===== config.mk =====
export PLATFORM = sky130hd
export DESIGN_NAME = jpeg_block_sequencer
export DESIGN_NICKNAME = d
export VERILOG_FILES = /design/src/rtl/jpeg_block_sequencer.sv
export SDC_FILE = /design/constraint.sdc
export NUM_CORES = 1
export LEC_CHECK = 0
export ABC_AREA = 1
export ABC_CLOCK_PERIOD_IN_PS = 5220
export BUFFER_PORTS_ARGS = -buffer_cell sky130_fd_sc_hd__buf_2
export CAP_MARGIN = 20
export CORE_MARGIN = 2
export CORE_UTILIZATION = 45
export CTS_CLUSTER_SIZE = 30
export DETAILED_ROUTE_END_ITERATION = 16
export PLACE_DENSITY = 0.78
export SYNTH_ARGS = -nofsm -noshare
export SYNTH_HDL_FRONTEND = slang
export SYNTH_SLANG_ARGS = --single-unit

===== constraint.sdc =====
create_clock -name clk -period 5.22 [get_ports clk]
set_input_delay 0.522 -clock clk [delete_from_list [all_inputs] [get_ports clk]]
set_output_delay 0.522 -clock clk [all_outputs]
set_load 0.01 [all_outputs]

===== src/rtl/jpeg_block_sequencer.sv =====
// Paces entropy-decoded coefficients into the coefficient-to-table stage one 8x8 block at a time,
// holds each finished block until the IDCT/colour stage takes it, and tracks MCU position.
// Optional chroma blocks per MCU: define BLOCK_SEQ_CHROMA_EN (default build is grayscale).
module jpeg_block_sequencer #(
    parameter int Y_BLOCKS = 4,
    parameter int DIM_W    = 8
) (
    input  logic             clk,
    input  logic             rst,
    input  logic             start,
    input  logic [DIM_W-1:0] mcu_cols,
    input  logic [DIM_W-1:0] mcu_rows,
    input  logic [3:0]       in_r_value,
    input  logic [7:0]       in_coefficient,
    input  logic             in_valid,
    output logic             in_ready,
    output logic [3:0]       tg_r_value,
    output logic [7:0]       tg_coefficient,
    output logic             tg_new_coefficient,
    input  logic             tg_table_valid,
    output logic             blk_valid,
    input  logic             blk_ready,
    output logic [1:0]       blk_comp,
    output logic             blk_last_in_mcu,
    output logic             blk_last_in_image,
    output logic [DIM_W-1:0] mcu_x,
    output logic [DIM_W-1:0] mcu_y,
    output logic             busy,
    output logic             done,
    output logic             err,
    output logic [1:0]       dbg_state
);

`ifdef BLOCK_SEQ_CHROMA_EN
    localparam int BLKS_PER_MCU = Y_BLOCKS + 2;
`else
    localparam int BLKS_PER_MCU = Y_BLOCKS;
`endif

    typedef enum logic [1:0] {
        IDLE       = 2'd0,
        RUN        = 2'd1,
        WAIT_TABLE = 2'd2,
        WAIT_SINK  = 2'd3
    } state_t;

    state_t           state;
    logic [5:0]       pos;
    logic [2:0]       blk_idx;
    logic [DIM_W-1:0] cols_q;
    logic [DIM_W-1:0] rows_q;

    // Both handshakes: a beat moves on the rising edge where valid and ready are both high;
    // valid-side payload must hold until that edge, and ready never depends on valid.
    logic       xfer;
    logic [6:0] next_pos;
    logic       eob;
    logic       overrun;
    logic       block_end;
    logic       last_col;
    logic       last_row;
    logic       accept;

    assign xfer      = in_valid & in_ready;
    assign next_pos  = {1'b0, pos} + {3'b000, in_r_value} + 7'd1;
    assign eob       = (pos != 6'd0) && (in_r_value == 4'd0) && (in_coefficient == 8'd0);
    assign overrun   = next_pos > 7'd64;
    assign block_end = (next_pos >= 7'd64) || eob;

    assign tg_r_value         = in_r_value;
    assign tg_coefficient     = in_coefficient;
    assign tg_new_coefficient = xfer;

    assign last_col          = (mcu_x == cols_q - DIM_W'(1));
    assign last_row          = (mcu_y == rows_q - DIM_W'(1));
    assign blk_last_in_mcu   = (blk_idx == 3'(BLKS_PER_MCU - 1));
    assign blk_last_in_image = blk_last_in_mcu && last_col && last_row;
    assign accept            = blk_valid & blk_ready;
    assign dbg_state         = state;

`ifdef BLOCK_SEQ_CHROMA_EN
    always_comb begin
        blk_comp = 2'd2;
        if (blk_idx < 3'(Y_BLOCKS))
            blk_comp = 2'd0;
        else if (blk_idx == 3'(Y_BLOCKS))
            blk_comp = 2'd1;
    end
`else
    assign blk_comp = 2'd0;
`endif

    always_ff @(posedge clk) begin
        if (rst) begin
            state     <= IDLE;
            pos       <= '0;
            blk_idx   <= '0;
            mcu_x     <= '0;
            mcu_y     <= '0;
            cols_q    <= '0;
            rows_q    <= '0;
            in_ready  <= 1'b0;
            blk_valid <= 1'b0;
            busy      <= 1'b0;
            done      <= 1'b0;
            err       <= 1'b0;
        end else begin
            done <= 1'b0;
            case (state)
                IDLE: begin
                    if (start) begin
                        cols_q  <= mcu_cols;
                        rows_q  <= mcu_rows;
                        pos     <= '0;
                        blk_idx <= '0;
                        mcu_x   <= '0;
                        mcu_y   <= '0;
                        if (mcu_cols == '0 || mcu_rows == '0) begin
                            err  <= 1'b1;
                            done <= 1'b1;
                        end else begin
                            err      <= 1'b0;
                            state    <= RUN;
                            in_ready <= 1'b1;
                            busy     <= 1'b1;
                        end
                    end
                end
                RUN: begin
                    // The table stage only completes a block after we close it.
                    if (tg_table_valid)
                        err <= 1'b1;
                    if (xfer) begin
                        if (overrun)
                            err <= 1'b1;
                        if (block_end) begin
                            pos      <= '0;
                            state    <= WAIT_TABLE;
                            in_ready <= 1'b0;
                        end else begin
                            pos <= next_pos[5:0];
                        end
                    end
                end
                WAIT_TABLE: begin
                    if (tg_table_valid) begin
                        state     <= WAIT_SINK;
                        blk_valid <= 1'b1;
                    end
                end
                WAIT_SINK: begin
                    if (accept) begin
                        blk_valid <= 1'b0;
                        if (blk_last_in_mcu) begin
                            blk_idx <= '0;
                            if (last_col) begin
                                mcu_x <= '0;
                                mcu_y <= mcu_y + DIM_W'(1);
                            end else begin
                                mcu_x <= mcu_x + DIM_W'(1);
                            end
                        end else begin
                            blk_idx <= blk_idx + 3'd1;
                        end
                        if (blk_last_in_image) begin
                            done  <= 1'b1;
                            busy  <= 1'b0;
                            state <= IDLE;
                        end else begin
                            in_ready <= 1'b1;
                            state    <= RUN;
                        end
                    end
                end
                default: state <= IDLE;
            endcase
        end
    end

endmodule


# --- Word level (Yosys, flattened, before mapping) ---
# Cells that the tools add are included.
totals:
  wordCells: 113
  mem_bits_ro: 0
  mem_count: 0
  latch_bits: 0
  in_bits: 34
  register_bits: 48
  ramBits: 0
  out_inout_bits: 40
classes:
  reduce_logical: 26
  bitwise_logic: 2
  muxes: 48
  eq_ne: 16
  shifts: 0
  div_mod_pow: 0
  multipliers: 0
  add_sub_neg: 7
  order_cmp: 2
ops:
  columns: ["operator", "n"]
  rows:
  - ["$mux W8", 7]
  - ["$pmux W8 S2", 2]
  - ["$logic_not A8 Y1", 3]
  - ["$ne A2 B2 Y1 const B", 10]
  - ["$mux W1", 19]
  - ["$mux W6", 3]
  - ["$add A8 B1 Y8 const B", 2]
  - ["$eq A8 B8 Y1", 2]
  - ["$sub A8 B1 Y8 const B", 2]
  - ["$mux W2", 6]
  - ["$pmux W6 S2", 1]
  - ["$reduce_and A5 Y1", 2]
  - ["$mux W3", 3]
  - ["$reduce_and A3 Y1", 3]
  - ["$pmux W1 S2", 4]
  - ["$pmux W2 S4", 1]
  - ["$add A6 B4 Y7", 1]
  - ["$add A7 B1 Y7 const B", 1]
  - ["$ge A7 B7 Y1 const B", 1]
  - ["$gt A7 B7 Y1 const B", 1]
  - ["$reduce_and A7 Y1", 1]
  - ["$pmux W3 S2", 1]
  - ["$reduce_and A6 Y1", 1]
  - ["$reduce_bool A2 Y1", 3]
  - ["14 further kinds", 21]

# --- Logic depth before layout (Yosys ltp) ---
depth:
  word_depth: 7
  ltp_mapped: 15
  mapped_depth_nobuf: 15

# --- Worst setup path after synthesis ---
# No wires, ideal clock.
synth_timing:
  kind: "in2reg"
  startpoint: "input in_r_value[0]"
  endpoint: "register state[0] (netlist: dbg_state[0])"
  setup_time_ps: 116
  arrival_ps: 2009
  setup_slack_ps: 3095
  t_required_ps: 5104
  path_stages: 14
  path_buffers: 0
  cell_sequence: "inv_1 > ha_1 > fa_1 > nand3b_1 > nand2_1 > nand2_1 > nor2_1 > nor2_1 > nand2_1 > nand2_1 > nor2_1 > nand2_1 > nand2_1 > a21oi_1"
synth_via:
  elab_chain_len: 6
  elab_cells_between_ends: 9
  cone_classes: "add/sub (2); order compare (1); eq/ne (1); reduce/logical (5)"
synth_rtl:
  columns: ["item", "line", "source"]
  rows:
  - ["start: declaration", "13", "input logic [3:0] in_r_value,"]
  - ["$add A6 B4 Y7 or $logic_not A4 Y1 (tied branches)", "65, 66", null]
  - ["$add A7 B1 Y7 or $logic_and A1 B1 Y1 (tied branches)", "65, 66", null]
  - ["$ge A7 B7 Y1 or $logic_and A1 B1 Y1 (tied branches)", "68, 66", null]
  - ["$logic_or A1 B1 Y1 *", "68", "assign block_end = (next_pos >= 7'd64) || eob;"]
  - ["$ne A2 B2 Y1 (no source line) *", null, null]
  - ["$reduce_and A6 Y1 (no source line) *", null, null]
  - ["end signal: assignment", "95", "state <= IDLE;"]
  - ["end signal: assignment", "123", "state <= RUN;"]
  - ["end signal: assignment", "138", "state <= WAIT_TABLE;"]
  - ["end: declaration", "47", "state_t state;"]
# Every way passes the cells marked *; elsewhere a longest branch is shown, timed or not.
# A chain may end at the register's enable or synchronous reset.

# --- Worst setup path after layout ---
layout_timing:
  startpoint: "register cols_q[0]"
  endpoint: "output blk_last_in_image"
layout_via:
  elab_chain_len: 4
layout_rtl:
  columns: ["item", "line", "source"]
  rows:
  - ["start: declaration", "50", "logic [DIM_W-1:0] cols_q;"]
  - ["start signal: assignment", "112", "cols_q <= mcu_cols;"]
  - ["$sub A8 B1 Y8", "74", "assign last_col = (mcu_x == cols_q - DIM_W'(1));"]
  - ["$eq A8 B8 Y1", "74", null]
  - ["$logic_and A1 B1 Y1 (2 in series)", "77", "assign blk_last_in_image = blk_last_in_mcu && last_col && last_row;"]
  - ["end: declaration", "25", "output logic blk_last_in_image,"]
# No other way between the ends.

==> impl_results.md <==
* Outcome: finished clean
* Ys flop type: dfxtp_1
* Fin crit period at 2.63 ns
* Rows at 30
* Final net count at 567
* Total grt overflow at 0
* Critical path fanouts, max at 5
* Post-route antenna net violation count at 0
* Synth Register Bits at 48
* Final hold violations at 0
* Final Cycle Share at 50.3%
* Worst-Margin Slew at 0.806 ns
* Worst reg2reg path depth at 11
* Latest clock arrival within the worst-skew pair at 0.31 ns
* Diode count at 0
* Clock skew at 0.0148 ns
* Area grow syn2layout at 14.0%
* Avg Cell Area, Syn at 6.73 µm²
* Initial Utilization at 46.0%
* Routed wire per std cell at 11.8 µm
* Gpl congestion at 0.873
* Unrepaired setup endpoints after global routing: false
* Peak Freq at 0.381 GHz
* Slew Viols, Final at 0
* DR pass1 iterations at 4
* Drt first-iter violations at 154
* Final setup violating endpoints at 0
* CTS tree: done
* Largest family of logic cells by synthesized area: simple AND/OR/NAND/NOR gates
* I/O pins at 74
* Post-cts resize count at 0
* Clk sinks at 48
* Slew HR at 46.1%
* TritonCTS Buffers at 5
* Setup WS post-layout at 2.59 ns
* Leakage at 1.68 nW
* PortBufs at 71
* Hold Crit Class: reg2reg
* Total Routing Usage GR at 19.4%
* Hold buffers post-CTS at 0
* Final HPWL DP at 5560 µm
* Core Region at 6760 µm²
* DRC at 0
* Worst setup EP type: output port
* Hold-critical path depth at 2
* Vias per Instance at 5.12
* Share of cells above drive strength 1 at 17.5%
* Setup CP Type: reg2out
* Number of synthesized flops with an enable pin at 0
* Post CTS Setup Buffer Count at 0
* Mapped cell area at 3110 µm²
* Post-synthesis compound-gate area fraction at 12.5%
* Synth async-reset ratio at 0%
* Antenna violations before repair at 0
* Die Y at 87.1 µm
* First-pass GRT wire length at 11900 µm
* Max-cap violation count at 0
* Die area at 7590 µm²
* Setup WS pre-CTS at 2.69 ns
* Synth cell types at 36
* Mux contribution to synthesized area at 0%
* Yosys warns at 0
* Detailed-route via count at 3065
* Routed WL at 7090 µm
* Vias in the first global route at 2850
* P per Cell Area at 408 nW/µm²
* Post-Synth XOR/XNOR Area at 7.05%
* Clock buffer depth at 2
* Htree depth at 2
* Pin count of the biggest net entering global routing at 31
* Peak VDD IR at 156 µV
* Power Total at 0.00145 W
* Crit path DAT at 2.11 ns
* Required time of the worst setup path at 4.70 ns
* Post-Route Utilization at 52.5%
* Synth Area in Adders at 6.28%
* Simple-gate share of the synthesized area at 31.6%
* Fillers at 690
* CP Launch Type: register
* Setup TNS at 0 ns
* Worst hold slack at 0.453 ns
* Seq/Total Area, Yosys at 30.9%
* Cells after synthesis at 462
* Worst-path clk slew at 0.10 ns
* Die width at 87.1 µm
* Clk root buf: clkbuf_8
Yosys cell counts, types with 2 or more instances:
cell | count | area share [%]
nor2_2 | 2 | 0.40
buf_4 | 14 | 3.4
ha_1 | 14 | 5.6
buf_2 | 2 | 0.32
dfxtp_1 | 48 | 31
nand2_4 | 3 | 1.1
nor3b_1 | 3 | 0.72
xnor2_1 | 12 | 3.4
xor2_1 | 13 | 3.7
a21oi_1 | 36 | 5.8
nand3b_1 | 2 | 0.48
inv_2 | 2 | 0.24
nand3_1 | 26 | 4.2
inv_1 | 52 | 6.3
clkbuf_1 | 6 | 0.72
nor2_1 | 61 | 7.4
nor3_1 | 2 | 0.32
nand2_1 | 109 | 13
nand4_1 | 6 | 1.2
nor4_1 | 7 | 1.4
o211ai_1 | 2 | 0.48
o21ai_0 | 26 | 4.2
final timing paths:
| check | startpoint | endpoint | slack (ns) |
|---|---|---|---|
| worst max-delay path | cols_q[0] | blk_last_in_image | 2.59 |
| worst min-delay path | err | err | 0.45 |
| worst max register to register | dbg_state[0] | mcu_x[6] | 2.65 |
| worst min register to register | err | err | 0.45 |
per-stage QoR:
step,cells,area (µm²)
detailed placement,591,3420
floorplan,463,3110
global route,599,3540
finish,599,3540
global placement,591,3420
CTS,599,3540
sequential cells by signal, summed over array words and instances (netlist names), 2 cells and up:
| name | cells |
|---|---|
| blk_idx | 3 |
| rows_q | 8 |
| mcu_y | 8 |
| pos | 6 |
| mcu_x | 8 |
| dbg_state | 2 |
| cols_q | 8 |
cell families (layout without fill, tap and decap cells):
group | Yosys count | after routing
other | 1 | 2
DFF | 48 | 48
and+or+nand+nor | 224 | 224
adders and majority gates | 15 | 15
xor gates and xnor gates | 25 | 25
buffers and inverters | 78 | 134
AOI/OAI and AO/OA | 71 | 71
critical path: stages, from the launching register on:
cell,delay [ns]
dfxtp_1,0.36
inv_2,0.07
ha_1,0.30
xnor2_1,0.12
nor2_1,0.09
nand3_1,0.07
nor2_1,0.13
nand2_1,0.13
nor2_2,0.21
nand2_1,0.12
inv_2,0.07
buf_2,0.12
per-layer routing:
layer	global-route usage (%)	vias to the layer above	wire length, µm	part of all wire (%)
li1	-	1579	-	-
met1	23.8	1374	3260	46
met2	34.8	101	3300	47
met3	2.37	11	414	5.8
met4	6.71	0	116	1.6
met5	0	-	0	0
layout make-up:
type                       instances  area (µm²)  area share [%]
tap                               80         100            2.82
clock buffer                       7        96.3            2.72
timing repair buffer              71         355            10.0
clock inverter                     1        30.0           0.847
inverter                          55         209            5.89
multi-input combinational        337        1790            50.6
sequential                        48         961            27.1
where the power goes:
part / total, W / leakage, nW / switching, W / internal [W]
sequential: 0.000499 / 0.393 / 0.0000626 / 0.000437
combinational: 0.000653 / 1.22 / 0.000413 / 0.000240
clock: 0.000295 / 0.0645 / 0.000126 / 0.000169
cell usage in the layout, fill, tap and decap left out:
cell type and n:
o21ai_4 1, xnor2_1 12, ha_1 14, inv_1 52, inv_2 2, nor3_1 2, a21oi_1 36, nand2_1 109
o21ai_1 1, o21ai_0 26, o211ai_1 2, nor3b_1 3, o2111a_1 1, nand4_1 6, nand3_1 26, nand2_4 3
nor2_8 1, nor2_1 61, bufinv_16 1, fa_1 1, conb_1 2, inv_4 1, nor4_1 7, clkbuf_8 7
o41ai_1 1, nand4_2 1, o21a_1 1, xor2_1 13, nor2_2 2, or2_0 1, buf_2 71, o21ai_2 1
nand3b_1 2, dfxtp_1 48, o22ai_1 1
(Power assumes the default switching activity.)
